[config.mk]
export PLATFORM = sky130hd
export DESIGN_NAME = shim_spi_sts_fault_latch
export DESIGN_NICKNAME = d
export VERILOG_FILES = /design/src/rtl/shim_spi_sts_fault_latch.sv
export SDC_FILE = /design/constraint.sdc
export NUM_CORES = 2
export LEC_CHECK = 0
export ABC_CLOCK_PERIOD_IN_PS = 73200
export CAP_MARGIN = 10
export CORE_ASPECT_RATIO = 1.75
export CORE_MARGIN = 2
export CORE_UTILIZATION = 40
export DETAILED_ROUTE_END_ITERATION = 12
export HOLD_SLACK_MARGIN = 0.15
export PLACE_DENSITY = 0.63
export SLEW_MARGIN = 20
export SYNTH_ARGS = -nofsm -noshare
export SYNTH_HDL_FRONTEND = slang
export SYNTH_SLANG_ARGS = --single-unit
[constraint.sdc]
create_clock -name aclk -period 73.2 [get_ports aclk]
set_clock_uncertainty 0.1 [all_clocks]
set_input_delay 7.32 -clock aclk [delete_from_list [all_inputs] [get_ports aclk]]
set_output_delay 7.32 -clock aclk [all_outputs]
set_load 0.03 [all_outputs]
[src/rtl/shim_spi_sts_fault_latch.sv]
// Fault latch for synchronized SPI status in the AXI domain.
// Sticky flags, first-fault capture and a timestamped event FIFO.
module shim_spi_sts_fault_latch #(
    parameter int FIFO_DEPTH = 16,
    parameter int TS_WIDTH   = 32
) (
    input  logic                            aclk,
    input  logic                            areset,
    input  logic                            enable,
    input  logic                            clear,
    input  logic                            spi_off,
    input  logic [95:0]                     ch_sts,
    input  logic                            bad_trig_cmd,
    output logic [96:0]                     fault_sticky,
    output logic                            shutdown_req,
    output logic                            first_valid,
    output logic [6:0]                      first_code,
    output logic                            evt_lost,
    output logic                            evt_valid,
    output logic [6+TS_WIDTH:0]             evt_data,
    input  logic                            evt_ready,
    output logic [$clog2(FIFO_DEPTH):0]     evt_count
);

    localparam int NF = 97;
    localparam int AW = $clog2(FIFO_DEPTH);
    localparam int DW = 7 + TS_WIDTH;
    localparam logic [AW:0] DEPTH_C = (AW+1)'(FIFO_DEPTH);

    logic [NF-1:0]       prev_q;
    logic [NF-1:0]       pend_q, pend_d;
    logic [NF-1:0]       sticky_q, sticky_d;
    logic                shut_q;
    logic                fv_q, fv_d;
    logic [6:0]          fc_q, fc_d;
    logic                lost_q, lost_d;
    logic [TS_WIDTH-1:0] ts_q, ts_d;
    logic [AW-1:0]       wr_q, wr_d, rd_q, rd_d;
    logic [AW:0]         cnt_q, cnt_d;
    logic [DW-1:0]       mem_q [FIFO_DEPTH];

    logic [NF-1:0] cur, arise, pend_clr, pend_keep;
    logic          armed, pop, push, can_push, lost_hit, fv_base;
    logic [6:0]    sel;

    // Index of the lowest set bit; 0 when the vector is empty.
    function automatic logic [6:0] lowest(input logic [NF-1:0] v);
        logic [6:0] idx;
        idx = '0;
        for (int i = NF - 1; i >= 0; i--) begin
            if (v[i]) idx = 7'(i);
        end
        return idx;
    endfunction

    assign evt_valid    = (cnt_q != '0);
    assign evt_data     = evt_valid ? mem_q[rd_q] : '0;
    assign evt_count    = cnt_q;
    assign fault_sticky = sticky_q;
    assign shutdown_req = shut_q;
    assign first_valid  = fv_q;
    assign first_code   = fc_q;
    assign evt_lost     = lost_q;

    // Rise detection, event encoder and next-state for all flag state.
    always_comb begin
        cur       = {bad_trig_cmd, ch_sts};
        armed     = enable & ~spi_off;
        arise     = armed ? (cur & ~prev_q) : '0;
        pop       = evt_valid & evt_ready & ~clear;
        can_push  = (cnt_q != DEPTH_C) | pop;
        sel       = lowest(pend_q);
        push      = (|pend_q) & can_push & ~clear;
        pend_clr  = push ? (NF'(1) << sel) : '0;
        pend_keep = clear ? '0 : (pend_q & ~pend_clr);
        lost_hit  = |(arise & pend_keep);
        pend_d    = pend_keep | arise;
        sticky_d  = (clear ? '0 : sticky_q) | arise;
        lost_d    = (clear ? 1'b0 : lost_q) | lost_hit;
        fv_base   = clear ? 1'b0 : fv_q;
        if (!fv_base && (|arise)) begin
            fv_d = 1'b1;
            fc_d = lowest(arise);
        end else begin
            fv_d = fv_base;
            fc_d = clear ? 7'd0 : fc_q;
        end
        ts_d = enable ? ts_q + TS_WIDTH'(1) : '0;
    end

    // FIFO pointer and occupancy next-state; clear flushes.
    always_comb begin
        wr_d  = wr_q;
        rd_d  = rd_q;
        cnt_d = cnt_q;
        if (clear) begin
            wr_d  = '0;
            rd_d  = '0;
            cnt_d = '0;
        end else begin
            if (push) wr_d = wr_q + AW'(1);
            if (pop)  rd_d = rd_q + AW'(1);
            unique case ({push, pop})
                2'b10:   cnt_d = cnt_q + (AW+1)'(1);
                2'b01:   cnt_d = cnt_q - (AW+1)'(1);
                default: cnt_d = cnt_q;
            endcase
        end
    end

    // Flag, timestamp and edge-history registers.
    always_ff @(posedge aclk or posedge areset) begin
        if (areset) begin
            prev_q   <= '0;
            pend_q   <= '0;
            sticky_q <= '0;
            shut_q   <= 1'b0;
            fv_q     <= 1'b0;
            fc_q     <= '0;
            lost_q   <= 1'b0;
            ts_q     <= '0;
        end else begin
            prev_q   <= cur;
            pend_q   <= pend_d;
            sticky_q <= sticky_d;
            shut_q   <= |sticky_d;
            fv_q     <= fv_d;
            fc_q     <= fc_d;
            lost_q   <= lost_d;
            ts_q     <= ts_d;
        end
    end

    // Event FIFO storage and pointers.
    always_ff @(posedge aclk or posedge areset) begin
        if (areset) begin
            wr_q  <= '0;
            rd_q  <= '0;
            cnt_q <= '0;
            for (int i = 0; i < FIFO_DEPTH; i++) mem_q[i] <= '0;
        end else begin
            wr_q  <= wr_d;
            rd_q  <= rd_d;
            cnt_q <= cnt_d;
            if (push) mem_q[wr_q] <= {sel, ts_q};
        end
    end

endmodule

==> flow_summary.rst <==
.. list-table::
   :header-rows: 1

   * - Metric
     - Value
   * - Run status
     - complete, no violations
   * - Leakage Power
     - 23.9 nW
   * - Area added between synthesis and finish
     - 15.6%
   * - Combinational fraction of design power
     - 0.180
   * - RR Startpoint
     - pend_q[42]$_DFF_PP0_
   * - Worst-case hold slack
     - 0.377 ns
   * - Maximum number of pins on one net before global-route repair
     - 160
   * - Maximum level of the CTS H-tree
     - 3
   * - Crit path required time
     - 65.78 ns
   * - Port Buf Inserts
     - 254
   * - TritonCTS Buffers
     - 92
   * - GRT overflow
     - 0
   * - Die outline area
     - 117000 um^2
   * - Post-layout min period
     - 12.66 ns
   * - Kind of start point of the critical path
     - flop
   * - Critical Path Slowest Stage Cell
     - sky130_fd_sc_hd__dfrtp_4
   * - Count of synthesis-stage warnings from yosys
     - 0
   * - Worst path buffer plus inverter count
     - 3
   * - Number of nets with antenna violations after detailed routing
     - 0
   * - Nets@finish
     - 4069
   * - MaxCap Viol Count
     - 0
   * - Area inside the core boundary
     - 113000 um^2
   * - Worst path max stage delay
     - 0.92 ns
   * - Total of fill cells in the finished design
     - 10200
   * - Effective utilization at floorplan
     - 0.404
   * - Headroom to the max-slew limit
     - 0.244
   * - Vias per Instance
     - 5.81
   * - Die H
     - 451 um
   * - Wire length of the first global-routing pass
     - 223000 um
   * - Drt wl/cell
     - 27.4 um
   * - Post-CTS repair timing setup buffer count
     - 0
   * - Final period utilization
     - 0.173
   * - Worst hold path class
     - flop to flop
   * - Vias in the first global route
     - 33400
   * - Skew-Pair Late Insertion Delay
     - 0.72 ns
   * - Root Buffer Master
     - sky130_fd_sc_hd__clkbuf_16
   * - Initial antenna violation count
     - 2
   * - Footprint of the multi-input gates
     - 20200 um^2
   * - Area used by sequential logic in the layout
     - 24300 um^2
   * - Worst reg2reg endpoint
     - evt_lost$_DFF_PP0_
   * - Cell Rows
     - 163
   * - Post-synthesis async set-or-reset flop share
     - 1.00
   * - Slew @ Worst Pin
     - 1.13 ns
   * - Tot GR Track Use
     - 0.261
   * - Setup repair after global routing missed its margin
     - no
   * - CTS sink count
     - 970
   * - Detailed Routing Iterations Pass 1
     - 7
   * - Cell depth of the worst setup path
     - 6
   * - Net switching fraction of the power
     - 0.302
   * - Final number of setup-violating endpoints
     - 0
   * - Post-Syn Instances
     - 3820
   * - Cell Chain, Critical Path
     - buf_4 -> buf_4 -> mux4_2 -> mux4_2 -> and2_1 -> clkdlybuf4s50_1
   * - End point of the critical path
     - evt_data[33]
   * - FF+latch count, synth
     - 970
   * - Final Slew Violations
     - 0
   * - Width of the die
     - 259 um
   * - Number of hold-repair buffers added at the cts stage
     - 0
   * - Cell count of the worst reg-to-reg path
     - 11
   * - PwrDens
     - 24.9 nW/um^2
   * - Vias after detailed routing
     - 32000
   * - Synthesized area divided by synthesized cell count
     - 11.9 um^2
   * - Post-synthesis net count
     - 3933
   * - Part of the total power dissipated in sequential elements
     - 0.444
   * - Clk buf depth
     - 3
   * - Capturing element type of the critical path
     - primary output
   * - Count of flip-flops with a built-in enable after synthesis
     - 0
   * - Post-route DRC violation count
     - 0
   * - Routability cong.
     - 1.01
   * - Highest achievable clock rate
     - 0.0790 GHz
   * - Drt total wl
     - 151000 um
   * - Maximum VDD drop
     - 20.6 uV
   * - Proportion of layout cells with a drive suffix above 1
     - 0.239
   * - Part of the power in the clock network
     - 0.376
   * - First DRT Iteration DRCs
     - 2453
   * - Share of the yosys chip area belonging to registers
     - 0.532
   * - Largest driver fanout on the critical path
     - 42
   * - Family of cells with the greatest summed delay on the critical path
     - buffers and inverters
   * - Total of cells resized after clock tree synthesis
     - 0
   * - Reported net switching power
     - 0.396 mW
   * - Sum of negative setup slack
     - 0 ns
   * - Clock slew at reported path FFs
     - 0.07 ns
   * - Num ports
     - 255
   * - Dominant register cell in the synthesized netlist
     - sky130_fd_sc_hd__dfrtp_1
   * - Minimum setup slack among reg-to-reg paths
     - 67.14 ns
   * - Number of library cell types mapped by synthesis
     - 87
   * - Arrival time at the worst endpoint
     - 5.24 ns
   * - Launching element of the worst setup path
     - rd_q[0]$_DFFE_PP0P_
   * - Internal power consumption
     - 0.916 mW
   * - Number of endpoints with negative hold slack in the final report
     - 0
   * - Kind of critical path
     - flop to primary output
   * - Clock tree from TritonCTS
     - yes
   * - DP HPWL
     - 102000 um
   * - Post-layout utilization of the core
     - 0.467
   * - Netlist area before placement
     - 45600 um^2
[worst min-delay path: stages (launching register included)]
cell and delay (ns):
sky130_fd_sc_hd__dfrtp_1 0.34, sky130_fd_sc_hd__nand2_1 0.04, sky130_fd_sc_hd__o21ai_0 0.06
[how the worst min path moves through the flow]
stage,start,to,slack (ns),cells after the start
2_1_floorplan,mem_q[219]$_DFFE_PP0P_,mem_q[219]$_DFFE_PP0P_,0.34,2
3_3_place_gp,mem_q[184]$_DFFE_PP0P_,mem_q[184]$_DFFE_PP0P_,0.36,2
3_5_place_dp,mem_q[223]$_DFFE_PP0P_,mem_q[223]$_DFFE_PP0P_,0.37,2
4_1_cts,mem_q[544]$_DFFE_PP0P_,mem_q[544]$_DFFE_PP0P_,0.38,2
5_1_grt,mem_q[502]$_DFFE_PP0P_,mem_q[502]$_DFFE_PP0P_,0.40,2
6_report,mem_q[75]$_DFFE_PP0P_,mem_q[75]$_DFFE_PP0P_,0.38,2
[synthesized netlist by cell type (8+ instances only)]
cell	n	area, um^2
sky130_fd_sc_hd__a21o_1	42	315
sky130_fd_sc_hd__a21boi_0	8	60.1
sky130_fd_sc_hd__nor4_2	8	100
sky130_fd_sc_hd__nor3_1	44	220
sky130_fd_sc_hd__nand2_1	391	1470
sky130_fd_sc_hd__and2_1	85	532
sky130_fd_sc_hd__o31ai_1	17	128
sky130_fd_sc_hd__or4_1	15	113
sky130_fd_sc_hd__nor2_1	123	462
sky130_fd_sc_hd__and4_1	9	78.8
sky130_fd_sc_hd__a21oi_1	65	325
sky130_fd_sc_hd__a31oi_1	14	87.6
sky130_fd_sc_hd__o21ai_0	344	1720
sky130_fd_sc_hd__xnor2_1	31	272
sky130_fd_sc_hd__clkbuf_1	195	732
sky130_fd_sc_hd__o22ai_1	9	56.3
sky130_fd_sc_hd__nand3b_1	23	173
sky130_fd_sc_hd__o211ai_1	63	473
sky130_fd_sc_hd__buf_1	68	255
sky130_fd_sc_hd__or2_2	32	200
sky130_fd_sc_hd__nor2b_1	99	619
sky130_fd_sc_hd__nor3b_1	18	135
sky130_fd_sc_hd__mux2_2	466	5250
sky130_fd_sc_hd__nor4_1	66	413
sky130_fd_sc_hd__or3_1	12	75.1
sky130_fd_sc_hd__a2111oi_0	9	78.8
sky130_fd_sc_hd__nand4_1	34	213
sky130_fd_sc_hd__inv_1	96	360
sky130_fd_sc_hd__dfrtp_1	970	24300
sky130_fd_sc_hd__mux4_2	195	4390
sky130_fd_sc_hd__nand3_1	66	330
sky130_fd_sc_hd__and3_1	21	131
sky130_fd_sc_hd__nand2b_1	48	300
sky130_fd_sc_hd__ha_1	9	113
[per-layer routing]
metal | up-vias | GRT usage | routed length [um]
met5 | - | 0 | 13
met2 | 1072 | 0.457 | 77600
met4 | 2 | 0.170 | 11100
met3 | 368 | 0.0320 | 6740
met1 | 16500 | 0.299 | 55900
li1 | 14100 | - | -
[registers in the layout (all words and copies together) (netlist names)]
| register | count |
|---|---|
| prev_q | 97 |
| rd_q | 4 |
| first_code | 7 |
| pend_q | 97 |
| first_valid | 1 |
| ts_q | 32 |
| evt_count | 5 |
| mem_q | 624 |
| wr_q | 4 |
| shutdown_req | 1 |
| evt_lost | 1 |
| fault_sticky | 97 |
[stage by stage]
| step | cell area [um^2] | cells | setup slack, ns | total power, mW |
|---|---|---|---|---|
| after detailed placement | 49600 | 5347 | 61.02 | 0.829 |
| after global placement | 49600 | 5347 | 60.79 | 0.828 |
| after CTS | 52700 | 5510 | 60.35 | 1.32 |
| final | 52800 | 5511 | 60.54 | 1.31 |
| after global routing | 52800 | 5511 | 60.21 | 1.36 |
| after floorplan | 45600 | 3820 | 38.49 | 0.732 |
[power by group through the flow]
stage / logic [mW] / registers, mW / clock network (mW)
6_report: 0.236 / 0.582 / 0.494
5_1_grt: 0.251 / 0.585 / 0.524
4_1_cts: 0.237 / 0.583 / 0.503
3_5_place_dp: 0.237 / 0.593 / 0
3_3_place_gp: 0.236 / 0.592 / 0
2_1_floorplan: 0.146 / 0.587 / 0
[layout by cell type, fill, tap and decap left out, types with 44 or more instances in the layout]
| cell type | synthesis | layout |
|---|---|---|
| sky130_fd_sc_hd__dfrtp_1 | 970 | 966 |
| sky130_fd_sc_hd__nor2b_1 | 99 | 98 |
| sky130_fd_sc_hd__clkdlybuf4s50_1 | 0 | 252 |
| sky130_fd_sc_hd__mux4_2 | 195 | 195 |
| sky130_fd_sc_hd__buf_4 | 1 | 53 |
| sky130_fd_sc_hd__nand3_1 | 66 | 53 |
| sky130_fd_sc_hd__nand2b_1 | 48 | 46 |
| sky130_fd_sc_hd__nor3_1 | 44 | 44 |
| sky130_fd_sc_hd__nor2_1 | 123 | 122 |
| sky130_fd_sc_hd__nand2_1 | 391 | 387 |
| sky130_fd_sc_hd__and2_1 | 85 | 85 |
| sky130_fd_sc_hd__mux2_2 | 466 | 466 |
| sky130_fd_sc_hd__nor4_1 | 66 | 65 |
| sky130_fd_sc_hd__clkbuf_16 | 0 | 95 |
| sky130_fd_sc_hd__o211ai_1 | 63 | 63 |
| sky130_fd_sc_hd__o21ai_0 | 344 | 344 |
| sky130_fd_sc_hd__inv_1 | 96 | 94 |
| sky130_fd_sc_hd__a21oi_1 | 65 | 65 |
[kinds of logic after synthesis]
| family | share of synthesized area |
|---|---|
| fa+ha+maj | 0.00291 |
| xor+xnor | 0.00672 |
| simple gates | 0.127 |
| compound gates | 0.0885 |
| buf+inv | 0.0301 |
| flops | 0.532 |
| mux | 0.212 |
[final cells by class]
class                           instances  share of cell area
Inverter                               97             0.00707
Tap cell                             1485              0.0352
Timing Repair Buffer                  309              0.0563
Multi-Input combinational cell       2486               0.383
Sequential cell                       970               0.460
Clock buffer                          128              0.0510
Clock inverter                         35             0.00747
Antenna cell                            1           0.0000474
(Power assumes the default switching activity.)
